==> src/rtl/vram_stream_writer.sv <==
// Converts buffered text/fill commands into VRAM register-port write beats.
// Keeps a shadow of the responder's auto-incrementing VRAM address.
module vram_stream_writer #(
  parameter int unsigned FIFO_DEPTH = 4,
  parameter int unsigned FIFO_AW    = 2
) (
  input  logic        clk,
  input  logic        sys_rst_n,
  input  logic        cmd_valid,
  output logic        cmd_ready,
  input  logic [1:0]  cmd_op,
  input  logic [15:0] cmd_arg,
  input  logic        abort,
  output logic        bus_req,
  output logic [1:0]  bus_reg,
  output logic [7:0]  bus_data,
  input  logic        bus_ack,
  output logic        busy,
  output logic [15:0] shadow_addr
);

  localparam int unsigned ENT_W = 18;
  localparam int unsigned CNT_W = FIFO_AW + 1;
  localparam int unsigned REM_W = 9;

  localparam logic [1:0] OP_SET_ADDR = 2'd0;
  localparam logic [1:0] OP_SET_ATTR = 2'd1;
  localparam logic [1:0] OP_PUT      = 2'd2;
  localparam logic [1:0] OP_FILL     = 2'd3;

  localparam logic [1:0] REG_ADDR_LO = 2'd0;
  localparam logic [1:0] REG_ADDR_HI = 2'd1;
  localparam logic [1:0] REG_DATA    = 2'd2;
  localparam logic [1:0] REG_ATTR    = 2'd3;

  typedef enum logic [1:0] {S_IDLE, S_ISSUE, S_GAP} state_t;

  logic [ENT_W-1:0]   mem [FIFO_DEPTH];
  logic [FIFO_AW-1:0] wr_ptr, rd_ptr;
  logic [CNT_W-1:0]   count;
  logic               rdy_q;

  state_t             state;
  logic [1:0]         cur_op;
  logic [15:0]        cur_arg;
  logic [REM_W-1:0]   rem;
  logic               drop;

  logic               empty, full, push, pop;
  logic [1:0]         head_op;
  logic [15:0]        head_arg;
  logic [REM_W-1:0]   head_rem;
  logic [1:0]         beat_reg;
  logic [7:0]         beat_data;

  assign empty     = (count == '0);
  assign full      = (count == CNT_W'(FIFO_DEPTH));
  // A full FIFO still accepts a push in the cycle IDLE pops the head.
  assign cmd_ready = rdy_q && (!full || state == S_IDLE);
  assign push      = cmd_valid && cmd_ready && !abort;
  assign pop       = (state == S_IDLE) && !empty && !abort;
  assign busy      = !empty || (state != S_IDLE);
  assign head_op   = mem[rd_ptr][17:16];
  assign head_arg  = mem[rd_ptr][15:0];

  // Beat count for a freshly popped command; FILL count 0 means 256.
  always_comb begin
    head_rem = REM_W'(1);
    case (head_op)
      OP_SET_ADDR: head_rem = REM_W'(2);
      OP_FILL:     head_rem = {(head_arg[15:8] == 8'h00), head_arg[15:8]};
      default:     head_rem = REM_W'(1);
    endcase
  end

  // Register/data pair for the next beat of the current command.
  always_comb begin
    beat_reg  = REG_DATA;
    beat_data = cur_arg[7:0];
    case (cur_op)
      OP_SET_ADDR: begin
        beat_reg  = (rem == REM_W'(2)) ? REG_ADDR_LO : REG_ADDR_HI;
        beat_data = (rem == REM_W'(2)) ? cur_arg[7:0] : cur_arg[15:8];
      end
      OP_SET_ATTR: begin
        // Bits 7:6 forced low so the write can never decode as a mode write.
        beat_reg  = REG_ATTR;
        beat_data = {2'b00, cur_arg[3:2], 2'b00, cur_arg[1:0]};
      end
      default: begin
        beat_reg  = REG_DATA;
        beat_data = cur_arg[7:0];
      end
    endcase
  end

  always_ff @(posedge clk) begin
    if (push) mem[wr_ptr] <= {cmd_op, cmd_arg};
  end

  always_ff @(posedge clk or negedge sys_rst_n) begin
    if (!sys_rst_n) begin
      wr_ptr <= '0;
      rd_ptr <= '0;
      count  <= '0;
      rdy_q  <= 1'b0;
    end else begin
      rdy_q <= 1'b1;
      if (abort) begin
        wr_ptr <= '0;
        rd_ptr <= '0;
        count  <= '0;
      end else begin
        if (push) wr_ptr <= wr_ptr + FIFO_AW'(1);
        if (pop)  rd_ptr <= rd_ptr + FIFO_AW'(1);
        if (push && !pop)      count <= count + CNT_W'(1);
        else if (!push && pop) count <= count - CNT_W'(1);
      end
    end
  end

  // Beat sequencer; ISSUE with bus_req low is the one-cycle launch after a pop.
  always_ff @(posedge clk or negedge sys_rst_n) begin
    if (!sys_rst_n) begin
      state       <= S_IDLE;
      bus_req     <= 1'b0;
      bus_reg     <= 2'd0;
      bus_data    <= 8'd0;
      shadow_addr <= 16'h0000;
      cur_op      <= 2'd0;
      cur_arg     <= 16'h0000;
      rem         <= '0;
      drop        <= 1'b0;
    end else begin
      case (state)
        S_IDLE: begin
          if (pop) begin
            cur_op  <= head_op;
            cur_arg <= head_arg;
            rem     <= head_rem;
            drop    <= 1'b0;
            state   <= S_ISSUE;
          end
        end
        S_ISSUE: begin
          if (!bus_req) begin
            if (abort) begin
              state <= S_IDLE;
            end else begin
              bus_req  <= 1'b1;
              bus_reg  <= beat_reg;
              bus_data <= beat_data;
            end
          end else begin
            if (abort) drop <= 1'b1;
            if (bus_ack) begin
              bus_req <= 1'b0;
              rem     <= rem - REM_W'(1);
              state   <= S_GAP;
              if (cur_op == OP_SET_ADDR && rem == REM_W'(1))
                shadow_addr <= cur_arg;
              else if (cur_op == OP_PUT || cur_op == OP_FILL)
                shadow_addr <= shadow_addr + 16'd1;
            end
          end
        end
        S_GAP: begin
          if (abort || drop || rem == '0) begin
            drop  <= 1'b0;
            state <= S_IDLE;
          end else begin
            bus_req  <= 1'b1;
            bus_reg  <= beat_reg;
            bus_data <= beat_data;
            state    <= S_ISSUE;
          end
        end
        default: state <= S_IDLE;
      endcase
    end
  end

endmodule

==> config.mk <==
export PLATFORM = sky130hd
export DESIGN_NAME = vram_stream_writer
export DESIGN_NICKNAME = d
export VERILOG_FILES = /design/src/rtl/vram_stream_writer.sv
export SDC_FILE = /design/constraint.sdc
export NUM_CORES = 1
export LEC_CHECK = 0
export ABC_CLOCK_PERIOD_IN_PS = 4340
export CORE_MARGIN = 3
export CORE_UTILIZATION = 45
export DETAILED_ROUTE_END_ITERATION = 8
export PLACE_DENSITY = 0.67
export SYNTH_ARGS = -nofsm -noshare
export SYNTH_HDL_FRONTEND = slang
export SYNTH_SLANG_ARGS = --single-unit
==> constraint.sdc <==
create_clock -name clk -period 4.34 [get_ports clk]
set_input_delay 0.651 -clock clk [delete_from_list [all_inputs] [get_ports clk]]
set_output_delay 0.651 -clock clk [all_outputs]
set_load 0.01 [all_outputs]
==> results by group, run 1 <==
Placed design
  • Pre-CTS WS: 1.36 ns
  • Cells after DPL: 676
  • Gpl congestion: 0.828
  • DP HPWL: 8.95 mm
  • PortBufs: 51
  • Area of placed instances: 6820 um^2

STA
  • Final min period: 2.66 ns
  • Setup ws final: 1.68 ns
  • Max-slew violation count: 0
  • RSZ-0062 raised after global routing: false
  • Hold Slack: 0.274 ns
  • Final setup vio count: 0
  • Max Fclk: 376 MHz
  • Slew @ Worst Pin: 0.921 ns
  • Fin Clk Skew: 0.00848 ns
  • Max-Slew Margin vs Limit: 38.6%
  • Total negative slack: 0 ns
  • Final Hold Violating Endpoints: 0
  • Period utilisation layout: 61.2%

Pwr
  • Leak Pwr: 2.76 nW
  • Total power: 4.85 mW
  • Power Density: 654 nW/um^2
  • VDD IR-drop max: 442 uV

Finish
  • Share of cells above drive strength 1: 15.6%
  • Filler instances: 1087
  • Commonest non-fill, non-tap cell in the layout: edfxtp_1
  • Final std cells w/o fill: 708
  • Final Instance Area: 7410 um^2
  • Final core occ: 55.5%
  • NumNets Final: 554
  • Ant. Diodes: 0
  • Top flop regs: mem (72), cur_arg (16), shadow_addr (16)
  • Area growth, synth to finish: 19.3%
  • Largest register FFs: 72
  • Most frequent cells in the layout: edfxtp_1, dfrtp_1, clkdlybuf4s50_1
  • Most flops, register: mem

Clock tree
  • Post-CTS sizing: 0
  • Clock Pin Slew Worst Setup and Hold Paths: 0.05 ns
  • CTS Sinks: 137
  • H-tree depth: 4
  • Post-CTS setup buffers: 0
  • Clock tree from TritonCTS: yes
  • Worst skew pair latency: 0.41 ns
  • Clock Path Buffers: 2
  • Cts hold-fix bufs: 0
  • CTS buffer count: 17
  • Root buf cell: clkbuf_16

Global routing
  • Grt total ovfl: 0
  • Antenna violations before repair: 0
  • First-pass GRT wire length: 21.3 mm
  • Vias in the first global route: 4021
  • GR Util All Layers: 18.6%
  • Largest net degree at the start of global routing: 37

Detailed routing
  • Final wirelength: 12.9 mm
  • Initial DRC Count: 313
  • Wire per inst: 18.2 um
  • DRC: 0
  • Vias after detailed routing: 4009
  • Post-DRT Antenna Nets: 0
  • Drt first pass iters: 4
  • Vias per cell: 5.66

Die
  • Core Rows: 42
  • Die Width: 123 um
  • Floorplan core area: 13300 um^2
  • Die area: 15300 um^2
  • Initial Util: 46.5%
  • Top Ports: 52
  • Die H: 123 um

Setup path
  • Kind of end point of the critical path: register
  • Slowest cell on crit path: dfrtp_1
  • Crit-path max cell delay: 0.78 ns
  • Critical path startpoint category: register
  • Delay-heaviest family, CP: flip-flops
  • Critical path required time: 4.69 ns
  • Crit-path cells: mux4_2 > inv_1 > ha_1 > nor3b_2 > a32o_1 > a22o_1
  • Bufs and invs on worst path: 1
  • Max FO, Critical Path: 12
  • WS Path Type: register to register
  • Arrival time worst endpoint: 3.00 ns

Logic synthesis
  • Syn Inst Count: 469
  • Post-synth cell types: 59
  • Mapped Area: 6210 um^2
  • Post-synthesis net count: 504
  • Sequential area share after synthesis: 61.0%
  • Yosys Warn Count: 0
  • Most used flip-flop cell after synthesis: edfxtp_1
  • Post-synthesis register bit count: 137
  • EDFF count, synth: 72
  • Synthesized area per cell: 13.2 um^2
  • Post-synth ARST share: 47.4%

Flow run
  • Max cap viols: 0

Worst hold path
  • HP Class: input pin to async pin

Outcome
  • Outcome: completed
## per-layer routing
layer	up-vias	global-route usage, %	share of wire, %
met5	-	0	0
met1	1976	25.1	44
met3	15	4.57	5.3
met4	0	6.71	1.6
met2	130	29.4	49
li1	1888	-	-
## where the power goes
part / total, mW / switching, mW / internal, mW
sequential: 1.92 / 0.301 / 1.62
combinational: 1.49 / 0.790 / 0.705
clock: 1.43 / 0.532 / 0.897
total: 4.85 / 1.62 / 3.22
## worst register-to-register path, delay by kind of cell (launching register included)
family | cells | cell delay (ns)
AO/OA/AOI/OAI | 2 | 0.40
adder cells (fa/ha/maj) | 1 | 0.25
buffers and inverters | 1 | 0.11
flip-flops | 1 | 0.78
multiplexers | 1 | 0.64
AND/OR/NAND/NOR | 1 | 0.41
## worst paths after layout
kind                            start     endpoint  slack, ns  cells after the start
setup / recovery            rd_ptr[0]       rem[5]       1.68                      6
setup reg to reg            rd_ptr[0]       rem[5]       1.68                      6
max in group asynchronous   sys_rst_n       rem[3]       3.14                      2
min in group clk           bus_reg[0]   bus_reg[0]       0.53                      2
hold / removal              sys_rst_n  bus_data[6]       0.27                      1
hold reg to reg            bus_reg[0]   bus_reg[0]       0.53                      2
## area by class of cell
type	instances	area, um^2	area share (%)
Tap cell	176	220	2.97
Clock buffer	19	433	5.84
Clock inverter	13	154	2.08
Sequential cell	137	3790	51.1
Multi-Input combinational cell	293	2220	30.0
Inverter	15	56.3	0.760
Timing Repair Buffer	55	536	7.23
## synthesized netlist by cell type, drive strengths merged (4+ instances only)
library cell  count  area share [%]
a2bb2oi           8             1.1
nor2             40             2.5
nand4             6            0.60
dfrtp            65              26
nor4              6            0.85
edfxtp           72              35
a21oi            31             2.6
and4              4            0.56
o22ai             5            0.50
mux2i             6            0.97
nor3             12             1.1
nand2            22             1.4
a22oi             7            0.85
buf              16             1.7
and3              6            0.60
clkbuf            8            0.64
a31oi            10             1.1
mux4             18             6.5
mux2             16             2.9
inv              15            0.91
ha               11             2.2
and2              7            0.70
nand3            14             1.1
o21ai            27             2.4
## cell families after synthesis
logic type	after synthesis	synth area share, %
other	1	0.0604
multiplexers	40	10.4
AND/OR/NAND/NOR	129	11.0
AO/OA/AOI/OAI	106	11.1
adder cells (fa/ha/maj)	12	2.54
buffers and inverters	39	3.24
flip-flops	137	61.0
XOR/XNOR	5	0.705
No activity file was read; power rests on OpenSTA's default activity.
==> run 2: changes to the inputs <==
Settings changed: ABC_CLOCK_PERIOD_IN_PS 4340 to 2700.
Clock period 4.34 ns to 2.7 ns, I/O delays scaled along.
==> results by group, run 2 (synthesized netlist as in run 1, its figures left out) <==
Outcome
  • Outcome: completed

Setup path
  • Critical path required time: 3.00 ns
  • Crit-path cells: nor3_1 > nor3_1 > nor3_1 > fa_1 > and3_1 > mux2i_1 > xor2_1 > nor2_1
  • Kind of end point of the critical path: register
  • Crit-path max cell delay: 0.68 ns
  • Arrival time worst endpoint: 2.73 ns
  • WS Path Type: register to register
  • Critical path startpoint category: register
  • Max FO, Critical Path: 5
  • Slowest cell on crit path: nor3_1
  • CP most frequent cell: nor3_1

Finish
  • Most frequent cells in the layout: edfxtp_1, dfrtp_1, clkdlybuf4s50_1
  • Area growth, synth to finish: 20.6%
  • Largest register FFs: 72
  • Commonest non-fill, non-tap cell in the layout: edfxtp_1
  • Ant. Diodes: 0
  • Top flop regs: mem (72), cur_arg (16), shadow_addr (16)
  • NumNets Final: 566
  • Share of cells above drive strength 1: 17.6%
  • Filler instances: 1075
  • Most flops, register: mem

Global routing
  • Antenna violations before repair: 0
  • Vias in the first global route: 4065
  • Largest net degree at the start of global routing: 66
  • First-pass GRT wire length: 21.3 mm
  • GR Util All Layers: 18.6%
  • Grt total ovfl: 0

Worst hold path
  • HP Class: input pin to async pin

Detailed routing
  • DRC: 0
  • Wire per inst: 18.0 um
  • Final wirelength: 12.9 mm
  • Post-DRT Antenna Nets: 0
  • Vias after detailed routing: 4067
  • Drt first pass iters: 5
  • Vias per cell: 5.65
  • Initial DRC Count: 293

STA
  • Max-Slew Margin vs Limit: 41.2%
  • Max-slew violation count: 0
  • Final min period: 2.43 ns
  • Period utilisation layout: 90.2%
  • Fin Clk Skew: 0.00654 ns
  • RSZ-0062 raised after global routing: false
  • Slew @ Worst Pin: 0.875 ns
  • Hold Slack: 0.153 ns
  • Setup ws final: 0.265 ns
  • Total negative slack: 0 ns
  • Final Hold Violating Endpoints: 0
  • Max Fclk: 411 MHz
  • Final setup vio count: 0

Clock tree
  • Clock Path Buffers: 2
  • Root buf cell: clkbuf_16
  • Post-CTS sizing: 0
  • Clock tree from TritonCTS: yes
  • Worst skew pair latency: 0.42 ns
  • Clock Pin Slew Worst Setup and Hold Paths: 0.06 ns
  • Cts hold-fix bufs: 0
  • CTS Sinks: 137
  • Post-CTS setup buffers: 0
  • H-tree depth: 4
  • CTS buffer count: 17

Placed design
  • DP HPWL: 8.88 mm
  • Gpl congestion: 0.845
  • PortBufs: 51
  • Pre-CTS WS: 0.335 ns

Pwr
  • Total power: 7.82 mW
  • Power Density: 1040 nW/um^2
  • Leak Pwr: 2.81 nW
  • VDD IR-drop max: 814 uV

Die
  • Top Ports: 52
  • Floorplan core area: 13300 um^2
  • Die area: 15300 um^2
  • Die H: 123 um
  • Core Rows: 42
  • Die Width: 123 um
  • Initial Util: 46.5%

Flow run
  • Max cap viols: 0
run 2: cell types whose count changed in the layout (fill, tap and decap cells not counted), sizes merged:
cell	previous run	this run
clkinv	8	7
buf	5	17
inv	15	18
bufinv	3	2
clkbuf	19	18
run 2: where the power goes:
| group | switching (mW) | internal (mW) | total (mW) | leakage (nW) |
|---|---|---|---|---|
| logic | 1.30 | 1.19 | 2.49 | 1.08 |
| registers | 0.482 | 2.61 | 3.09 | 1.46 |
| clock network | 0.880 | 1.36 | 2.24 | 0.276 |
| total | 2.66 | 5.16 | 7.82 | 2.81 |
run 2: worst paths after layout:
check                      startpoint           to  slack [ns]  cells past startpoint
min                         sys_rst_n  bus_data[3]        0.15                      2
min in group clk           bus_reg[0]   bus_reg[0]        0.52                      2
min reg2reg                bus_reg[0]   bus_reg[0]        0.52                      2
max in group asynchronous   sys_rst_n  cur_arg[12]        1.96                      2
max                          count[1]     count[2]        0.27                      8
max reg2reg                  count[1]     count[2]        0.27                      8
run 2: cell type report:
type	instances	area [um^2]	share of cell area, %
multi-input combinational	293	2220	29.7
inverter	15	56.3	0.752
clock inverter	14	149	1.99
timing repair buffer	67	626	8.35
clock buffer	18	429	5.73
tap	176	220	2.94
sequential	137	3790	50.6
run 2: metrics by stage:
stage	instance area, um^2	cells	utilization (%)
4_1_cts	7490	720	56.1
3_3_place_gp	6910	688	51.8
5_1_grt	7490	720	56.1
3_5_place_dp	6910	688	51.8
2_1_floorplan	6210	469	-
6_report	7490	720	56.1
run 2: critical path, delay by kind of cell (launching register included):
| family | cells | cell delay, ns |
|---|---|---|
| simple gates | 5 | 1.14 |
| mux | 1 | 0.16 |
| flops | 1 | 0.41 |
| fa+ha+maj | 1 | 0.41 |
| xor+xnor | 1 | 0.19 |
run 2: routing by layer:
layer  share of wire (%)  GRT usage, %  up-vias  routed length [um]
met5                   0             0        -                   0
met4                 1.5          6.23        0                 197
met3                 6.1          5.03       20                 793
met2                  49          30.0      136                6280
met1                  44          24.4     2009                5650
li1                    -             -     1902                   -
